[src/rtl/uart_rx.sv]
// 8N1 UART receiver with a one-entry valid/ready holding register, framing and overrun reporting.
// Define UART_RX_MAJORITY_EN to take a 2-of-3 majority vote around every sample point.
`timescale 1ns/1ps
module uart_rx #(
    parameter int CLKS_PER_BIT = 1087,
    parameter int SYNC_STAGES  = 2
) (
    input  logic       clk,
    input  logic       rst_n,
    input  logic       rx_input,
    output logic [7:0] rx_data,
    output logic       rx_valid,
    input  logic       rx_ready,
    output logic       frame_err,
    output logic       overrun_err,
    output logic       busy
);

    typedef enum logic [1:0] {IDLE, START, DATA, STOP} state_t;

    localparam logic [15:0] BIT_LAST = 16'(CLKS_PER_BIT - 1);
`ifdef UART_RX_MAJORITY_EN
    // The vote needs the sample after the nominal point, so the start decision is one count later;
    // every later decision then lands on the last count with the nominal point at mid.
    localparam logic [15:0] START_LAST = 16'(CLKS_PER_BIT / 2);
`else
    localparam logic [15:0] START_LAST = 16'(CLKS_PER_BIT / 2 - 1);
`endif

    state_t                   state, next_state;
    logic [SYNC_STAGES-1:0]   sync;
    logic                     rxs, rxs_d;
    logic                     sample;
    logic [15:0]              baud_cnt;
    logic [2:0]               bit_idx;
    logic [7:0]               shift;
    logic                     tick, stop_good, stop_bad, shift_en;
    logic                     byte_done;

    assign rxs = sync[SYNC_STAGES-1];

    always_ff @(posedge clk or negedge rst_n) begin
        if (!rst_n) begin
            sync  <= '1;
            rxs_d <= 1'b1;
        end else begin
            sync  <= {sync[SYNC_STAGES-2:0], rx_input};
            rxs_d <= rxs;
        end
    end

`ifdef UART_RX_MAJORITY_EN
    logic rxs_dd;

    always_ff @(posedge clk or negedge rst_n) begin
        if (!rst_n) rxs_dd <= 1'b1;
        else        rxs_dd <= rxs_d;
    end

    assign sample = (rxs & rxs_d) | (rxs & rxs_dd) | (rxs_d & rxs_dd);
`else
    assign sample = rxs;
`endif

    // State register with the baud and bit counters that follow it
    always_ff @(posedge clk or negedge rst_n) begin
        if (!rst_n) begin
            state    <= IDLE;
            baud_cnt <= '0;
            bit_idx  <= '0;
        end else begin
            state <= next_state;
            if (state != next_state || state == IDLE || baud_cnt == BIT_LAST)
                baud_cnt <= '0;
            else
                baud_cnt <= baud_cnt + 16'd1;
            if (state != DATA)
                bit_idx <= '0;
            else if (tick)
                bit_idx <= bit_idx + 3'd1;
        end
    end

    always_comb begin
        next_state = state;
        case (state)
            IDLE:  if (rxs_d && !rxs) next_state = START;
            START: if (tick) next_state = sample ? IDLE : DATA;
            DATA:  if (tick && bit_idx == 3'd7) next_state = STOP;
            STOP:  if (tick) next_state = IDLE;
            default: next_state = IDLE;
        endcase
    end

    always_comb begin
        tick      = (state == START) ? (baud_cnt == START_LAST) : (baud_cnt == BIT_LAST);
        busy      = (state != IDLE);
        shift_en  = (state == DATA) && tick;
        stop_good = (state == STOP) && tick && sample;
        stop_bad  = (state == STOP) && tick && !sample;
    end

    // Data-only shift register, LSB arrives first so bits enter at the top
    always_ff @(posedge clk) begin
        if (shift_en) shift <= {sample, shift[7:1]};
    end

    // Holding register: one cycle after a good stop sample
    always_ff @(posedge clk or negedge rst_n) begin
        if (!rst_n) begin
            byte_done   <= 1'b0;
            frame_err   <= 1'b0;
            overrun_err <= 1'b0;
            rx_valid    <= 1'b0;
            rx_data     <= '0;
        end else begin
            byte_done   <= stop_good;
            frame_err   <= stop_bad;
            overrun_err <= byte_done && rx_valid && !rx_ready;
            if (byte_done) begin
                if (!rx_valid || rx_ready) begin
                    rx_data  <= shift;
                    rx_valid <= 1'b1;
                end
            end else if (rx_valid && rx_ready) begin
                rx_valid <= 1'b0;
            end
        end
    end

endmodule

[config.mk]
export PLATFORM = sky130hd
export DESIGN_NAME = uart_rx
export DESIGN_NICKNAME = d
export VERILOG_FILES = /design/src/rtl/uart_rx.sv
export SDC_FILE = /design/constraint.sdc
export NUM_CORES = 1
export LEC_CHECK = 0
export CAP_MARGIN = 30
export CORE_ASPECT_RATIO = 0.7
export CORE_MARGIN = 4
export CORE_UTILIZATION = 51
export DETAILED_ROUTE_END_ITERATION = 7
export PLACE_DENSITY = 0.74
export SYNTH_ARGS = -nofsm -noshare
export SYNTH_HDL_FRONTEND = slang
export SYNTH_SLANG_ARGS = --single-unit
export TNS_END_PERCENT = 5
[constraint.sdc]
create_clock -name clk -period 2.1 [get_ports clk]
set_input_delay 0.525 -clock clk [delete_from_list [all_inputs] [get_ports clk]]
set_output_delay 0.525 -clock clk [all_outputs]
set_load 0.01 [all_outputs]
==> flow_metrics.env, run 1 <==
export IMPL_result_of_the_run="finished, final reports clean"
export IMPL_floorplan_die_area_um2=4940
export IMPL_area_growth_synth_to_finish_pct=18.7
export IMPL_final_min_period_over_clock_period=0.909
export IMPL_rr_startpoint="baud_cnt[0]"
export IMPL_numClockSinks=44
export IMPL_r2r_end="shift[5]"
export IMPL_rsz0062_at_grt="no"
export IMPL_postCtsHoldBufs=0
export IMPL_wire_per_inst_um=15.3
export IMPL_synth_largest_type_area_fraction=0.419
export IMPL_reg2reg_slack_ps=200
export IMPL_cp_data_required_time_ps=1570
export IMPL_htreeDepth=2
export IMPL_clk_latency_ps=300
export IMPL_endpoint_kind="output port"
export IMPL_grt_pass1_vias=1345
export IMPL_rr_worst_depth=6
export IMPL_fmax_mhz=524
export IMPL_design_power_total_mw=1.99
export IMPL_core_area_um2=3630
export IMPL_fillCellCount=277
export IMPL_grt_pass1_wl_um=6340
export IMPL_ys_warnings_count=0
export IMPL_worstSetupEndpoint="busy"
export IMPL_synth_async_sr_flop_share=0.818
export IMPL_detailroute_via_count=1369
export IMPL_maxCapViolations=0
export IMPL_detail_route_iter0_violations=95
export IMPL_max_vdd_ir_drop_v=0.000799
export IMPL_synthDominantAreaCellType="sky130_fd_sc_hd__dfrtp_1"
export IMPL_worst_slew_pin_slew_ps=525
export IMPL_number_of_buffers_on_the_longest_clock_path=2
export IMPL_sequential_share_of_the_synthesized_area=0.581
export IMPL_routed_via_density=5.75
export IMPL_ant_nets=0
export IMPL_io_pin_count=16
export IMPL_floorplan_die_width_um=82.3
export IMPL_drv_slew=0
export IMPL_overall_global_routing_resource_usage=0.176
export IMPL_layout_drive_gt1_share=0.181
export IMPL_syn_instance_count=161
export IMPL_floorplan_rows=18
export IMPL_synthTopCellsByArea="sky130_fd_sc_hd__dfrtp_1, sky130_fd_sc_hd__edfxtp_1, sky130_fd_sc_hd__mux2_2"
export IMPL_worstPathMaxFanout=8
export IMPL_worstHoldPathType="register to register"
export IMPL_setup_tns_ps=0
export IMPL_gp_routability_congestion=0.833
export IMPL_largest_net_degree_at_the_start_of_global_routing=37
export IMPL_antenna_found_initial=0
export IMPL_gr_total_overflow=0
export IMPL_synth_avg_cell_area_um2=12.2
export IMPL_cts_tree="done"
export IMPL_timing_critical_path_from_type="register"
export IMPL_syn_nets=169
export IMPL_die_height_um=60.0
export IMPL_place_port_buffers=15
export IMPL_initial_core_utilization=0.543
export IMPL_worst_endpoint_arrival_ps=1380
export IMPL_most_frequently_used_cell_type_in_the_post_synthesis_netlist="sky130_fd_sc_hd__dfrtp_1"
export IMPL_synth_ff_latch_count=44
export IMPL_synthTopCellsByCount="sky130_fd_sc_hd__dfrtp_1, sky130_fd_sc_hd__nor3_1, sky130_fd_sc_hd__nand4_1, sky130_fd_sc_hd__nor2_1, sky130_fd_sc_hd__mux2_2"
export IMPL_netlist_area_um2=1970
export IMPL_finalNetCount=195
export IMPL_post_route_skew_ps=7.00
export IMPL_clk_pin_slew_worst_paths_ps=90
export IMPL_cts_buffers=5
export IMPL_timing_worst_setup_path_type="register to output port"
export IMPL_startpoint="state[1]"
export IMPL_count_of_flip_flops_with_a_built_in_enable_after_synthesis=8
export IMPL_power_density_nw_per_um2=853
export IMPL_hold_viol_final=0
export IMPL_report_final_setup_viol=0
export IMPL_cts_root_buf="sky130_fd_sc_hd__clkbuf_8"
export IMPL_detailed_place_hpwl_um=2590
export IMPL_fin_crit_ps=1910
export IMPL_netlist_cell_type_count=37
export IMPL_n_antenna_cell=0
export IMPL_number_of_drc_violations_after_detailed_routing=0
export IMPL_totalWireLength_um=3650
export IMPL_synth_ff_type="sky130_fd_sc_hd__dfrtp_1"
export IMPL_total_leakage_power_nw=0.947
export IMPL_maxSlewHeadroom=0.648
export IMPL_drt_pass1_iter_count=4
==> how the worst min path moves through the flow <==
| stage | endpoint | slack, ps | from | cells past startpoint |
|---|---|---|---|---|
| after global routing | sync[1] | 370 | sync[0] | 0 |
| after CTS | sync[1] | 360 | sync[0] | 0 |
| after detailed placement | sync[1] | 350 | sync[0] | 0 |
| final | sync[1] | 360 | sync[0] | 0 |
| after global placement | sync[1] | 350 | sync[0] | 0 |
| after floorplan | baud_cnt[0] | 230 | rst_n | 0 |
==> cells in the final DEF (no fill, tap or decap), types with 3 or more instances in the layout <==
cell type / instances
sky130_fd_sc_hd__nand2_1: 6
sky130_fd_sc_hd__clkbuf_8: 5
sky130_fd_sc_hd__edfxtp_1: 8
sky130_fd_sc_hd__nor2_1: 11
sky130_fd_sc_hd__buf_4: 6
sky130_fd_sc_hd__nand4_1: 11
sky130_fd_sc_hd__nand2b_1: 3
sky130_fd_sc_hd__o31ai_1: 3
sky130_fd_sc_hd__mux2_2: 9
sky130_fd_sc_hd__dfstp_2: 3
sky130_fd_sc_hd__clkdlybuf4s50_1: 14
sky130_fd_sc_hd__ha_1: 4
sky130_fd_sc_hd__nor3_1: 15
sky130_fd_sc_hd__xor2_1: 4
sky130_fd_sc_hd__nand3_1: 4
sky130_fd_sc_hd__xnor2_1: 8
sky130_fd_sc_hd__dfrtp_1: 32
sky130_fd_sc_hd__a21oi_1: 5
==> area by class of cell <==
cell class / count / area, um2 / share of cell area
Clock buffer: 5 / 68.8 / 0.0294
Clock inverter: 3 / 46.3 / 0.0198
Inverter: 3 / 11.3 / 0.00482
Multi-Input combinational cell: 112 / 810 / 0.346
Sequential cell: 44 / 1150 / 0.490
Tap cell: 50 / 62.6 / 0.0268
Timing Repair Buffer: 21 / 194 / 0.0829
==> cell families (layout without fill, tap and decap cells) <==
kind of cell | Yosys count | count (layout) | synth area share
AOI/OAI and AO/OA | 14 | 14 | 0.0457
xor gates and xnor gates | 12 | 12 | 0.0534
adders and majority gates | 4 | 4 | 0.0254
buffers and inverters | 5 | 32 | 0.0108
DFF | 44 | 44 | 0.581
muxes | 10 | 10 | 0.0584
and+or+nand+nor | 72 | 72 | 0.225
==> what timing repair did <==
| item | CTS | global route |
|---|---|---|
| gates resized for setup | 2 | 0 |
| endpoints found under the setup margin | 1 | 0 |
| buffers inserted | 0 | 0 |
==> worst max-delay path, stage by stage (launching register included) <==
cell and delay (ps):
sky130_fd_sc_hd__dfrtp_2 470, sky130_fd_sc_hd__or2_2 330, sky130_fd_sc_hd__dlygate4sd2_1 290
==> registers in the layout (all words and copies together), names as in the netlist, 2 cells and up <==
name	cells
sync	2
shift	8
state	2
baud_cnt	16
rx_data	8
bit_idx	3
==> metal layers <==
layer,wire length [um],track usage,part of all wire
met5,0,0,0
met4,87,0.0735,0.024
met3,184,0.0723,0.050
met2,1690,0.266,0.46
met1,1690,0.224,0.46
==> where the power goes <==
part | switching (mW) | total, mW | leakage [nW] | internal, mW
registers | 0.110 | 1.05 | 0.545 | 0.937
logic | 0.176 | 0.298 | 0.347 | 0.122
clock network | 0.291 | 0.649 | 0.0548 | 0.358
==> per-stage QoR <==
stage	hold WS, ps	instance area (um2)	std cells	utilization	setup slack, ps
after detailed placement	348	2220	230	0.613	190
after floorplan	229	1980	161	-	113
after global placement	348	2220	230	0.613	246
final	360	2340	238	0.645	190
after global routing	371	2340	238	0.645	59.7
after CTS	362	2340	238	0.645	186
Power figures use the tool's default switching activity.
==> run 2, diff against run 1 <==
--- a/config.mk
+++ b/config.mk
@@ -10,5 +10,5 @@
 export CORE_MARGIN = 4
-export CORE_UTILIZATION = 51
+export CORE_UTILIZATION = 38
+export CTS_BUF_LIST = sky130_fd_sc_hd__clkbuf_4
 export DETAILED_ROUTE_END_ITERATION = 7
-export PLACE_DENSITY = 0.74
 export SYNTH_ARGS = -nofsm -noshare
==> constraint.sdc (replaced) <==
create_clock -name clk -period 2.1 [get_ports clk]
set_input_delay 0.42 -clock clk [delete_from_list [all_inputs] [get_ports clk]]
set_output_delay 0.42 -clock clk [all_outputs]
set_load 0.01 [all_outputs]
==> flow_metrics.env, run 2 (same netlist as run 1, synthesis figures left out) <==
export IMPL_gr_total_overflow=0
export IMPL_totalWireLength_um=4000
export IMPL_sum_of_buffers_and_inverters_on_the_critical_path=2
export IMPL_fmax_mhz=526
export IMPL_cts_tree="done"
export IMPL_cp_data_required_time_ps=2190
export IMPL_die_height_um=68.2
export IMPL_report_final_setup_viol=0
export IMPL_post_route_skew_ps=2.15
export IMPL_maxSlewHeadroom=0.649
export IMPL_timing_critical_path_from_type="register"
export IMPL_power_density_nw_per_um2=803
export IMPL_timing_critical_path_slowest_stage_cell="sky130_fd_sc_hd__dfrtp_1"
export IMPL_max_vdd_ir_drop_v=0.000365
export IMPL_setup_tns_ps=0
export IMPL_timing_critical_path_max_delay_family="simple AND/OR/NAND/NOR gates"
export IMPL_cts_buffers=5
export IMPL_reg_largest_list="baud_cnt x16, rx_data x8, shift x8"
export IMPL_wp_depth=6
export IMPL_number_of_buffers_on_the_longest_clock_path=2
export IMPL_floorplan_die_width_um=94.0
export IMPL_number_of_drc_violations_after_detailed_routing=0
export IMPL_maxCapViolations=0
export IMPL_worst_slew_pin_slew_ps=517
export IMPL_setup_ws_ps=199
export IMPL_timing_worst_setup_path_type="register to register"
export IMPL_floorplan_die_area_um2=6420
export IMPL_hold_path_cell_count=0
export IMPL_worst_endpoint_arrival_ps=1990
export IMPL_detail_route_iter0_violations=108
export IMPL_drv_slew=0
export IMPL_place_port_buffers=15
export IMPL_n_antenna_cell=0
export IMPL_wire_per_inst_um=15.5
export IMPL_endpoint_kind="register"
export IMPL_fillCellCount=475
export IMPL_ant_nets=0
export IMPL_layout_drive_gt1_share=0.186
export IMPL_timing_critical_path_cells="inv_1 > ha_1 > and4b_1 > nand3_4 > nor4_2 > buf_4"
export IMPL_hold_viol_final=0
export IMPL_final_min_period_over_clock_period=0.905
export IMPL_grt_pass1_wl_um=6650
export IMPL_result_of_the_run="finished, final reports clean"
export IMPL_core_area_um2=4890
export IMPL_pre_cts_ws_ps=200
export IMPL_numClockSinks=44
export IMPL_grt_pass1_vias=1365
export IMPL_rsz0062_at_grt="no"
export IMPL_io_pin_count=16
export IMPL_gp_routability_congestion=0.764
export IMPL_area_growth_synth_to_finish_pct=18.6
export IMPL_clk_pin_slew_worst_paths_ps=130
export IMPL_worst_path_largest_cell_delay_ps=470
export IMPL_cts_root_buf="sky130_fd_sc_hd__clkbuf_4"
export IMPL_rr_worst_depth=6
export IMPL_top_library_cells_by_usage_in_the_layout_fill_and_taps_aside="sky130_fd_sc_hd__dfrtp_1, sky130_fd_sc_hd__nor3_1, sky130_fd_sc_hd__clkdlybuf4s50_1"
export IMPL_detailed_place_hpwl_um=2790
export IMPL_drt_pass1_iter_count=4
export IMPL_largest_register_ffs=16
export IMPL_reg2reg_slack_ps=200
export IMPL_overall_global_routing_resource_usage=0.138
export IMPL_layout_cells_most_common="sky130_fd_sc_hd__dfrtp_1"
export IMPL_antenna_found_initial=0
export IMPL_worstPathMaxFanout=10
export IMPL_finalNetCount=195
export IMPL_max_flop_register="baud_cnt"
export IMPL_floorplan_rows=21
export IMPL_largest_net_degree_at_the_start_of_global_routing=37
export IMPL_htreeDepth=2
export IMPL_total_leakage_power_nw=0.937
export IMPL_worstHoldPathType="register to register"
export IMPL_clk_latency_ps=360
export IMPL_fin_crit_ps=1900
export IMPL_detailroute_via_count=1368
export IMPL_initial_core_utilization=0.403
export IMPL_routed_via_density=5.32
run 2: changes by cell type in the layout (fill, tap and decap cells not counted):
cell,delta
sky130_fd_sc_hd__dlygate4sd2_1,-1
sky130_fd_sc_hd__dfrtp_2,+1
sky130_fd_sc_hd__clkbuf_8,-5
sky130_fd_sc_hd__dfrtp_1,-1
sky130_fd_sc_hd__clkbuf_4,+5
sky130_fd_sc_hd__dlymetal6s2s_1,+1
run 2: path summary, 6_finish.rpt:
check / endpoint / from
max: shift[4] / baud_cnt[0]
min: sync[1] / sync[0]
max reg2reg: shift[4] / baud_cnt[0]
min reg2reg: sync[1] / sync[0]
max in group asynchronous: sync[1] / rst_n
min in group asynchronous: baud_cnt[2] / rst_n
run 2: cell type report:
class	count	area [um2]	area share
well taps	69	86.3	0.0370
clock buffers	5	37.5	0.0161
flip-flops and latches	44	1150	0.491
multi-input cells	112	810	0.347
inverters	3	11.3	0.00482
clock inverters	3	46.3	0.0198
repair buffers	21	198	0.0846
run 2: power breakdown:
part | switching (mW) | total (mW) | internal (mW)
Combinational | 0.162 | 0.273 | 0.111
Sequential | 0.122 | 1.06 | 0.937
Clock | 0.289 | 0.544 | 0.254
Total | 0.573 | 1.88 | 1.30
run 2: through the flow:
step | util | std cells | cell area [um2] | total power, mW | hold WS [ps]
after global routing | 0.478 | 257 | 2340 | 1.99 | 374
after global placement | 0.458 | 248 | 2240 | 1.34 | 351
after floorplan | - | 161 | 1980 | 1.26 | 124
after detailed placement | 0.458 | 248 | 2240 | 1.35 | 348
final | 0.478 | 257 | 2340 | 1.88 | 366
after CTS | 0.477 | 257 | 2330 | 1.89 | 370
run 2: worst reg2reg max path: cells and delay by family, from the launching register on:
family,cells,cell delay [ps]
adder cells (fa/ha/maj),1,140
buffers and inverters,2,300
flip-flops,1,470
AND/OR/NAND/NOR,3,740
run 2: metal layers:
layer  GRT usage  share of wire
met4      0.0577          0.014
met5           0              0
met2       0.220           0.47
met3      0.0385          0.031
met1       0.179           0.48
run 2: timing repair:
item,in CTS,in global routing
hold buffers,0,0
setup buffers,1,0
setup endpoints to repair,1,1
gates resized for setup,2,1
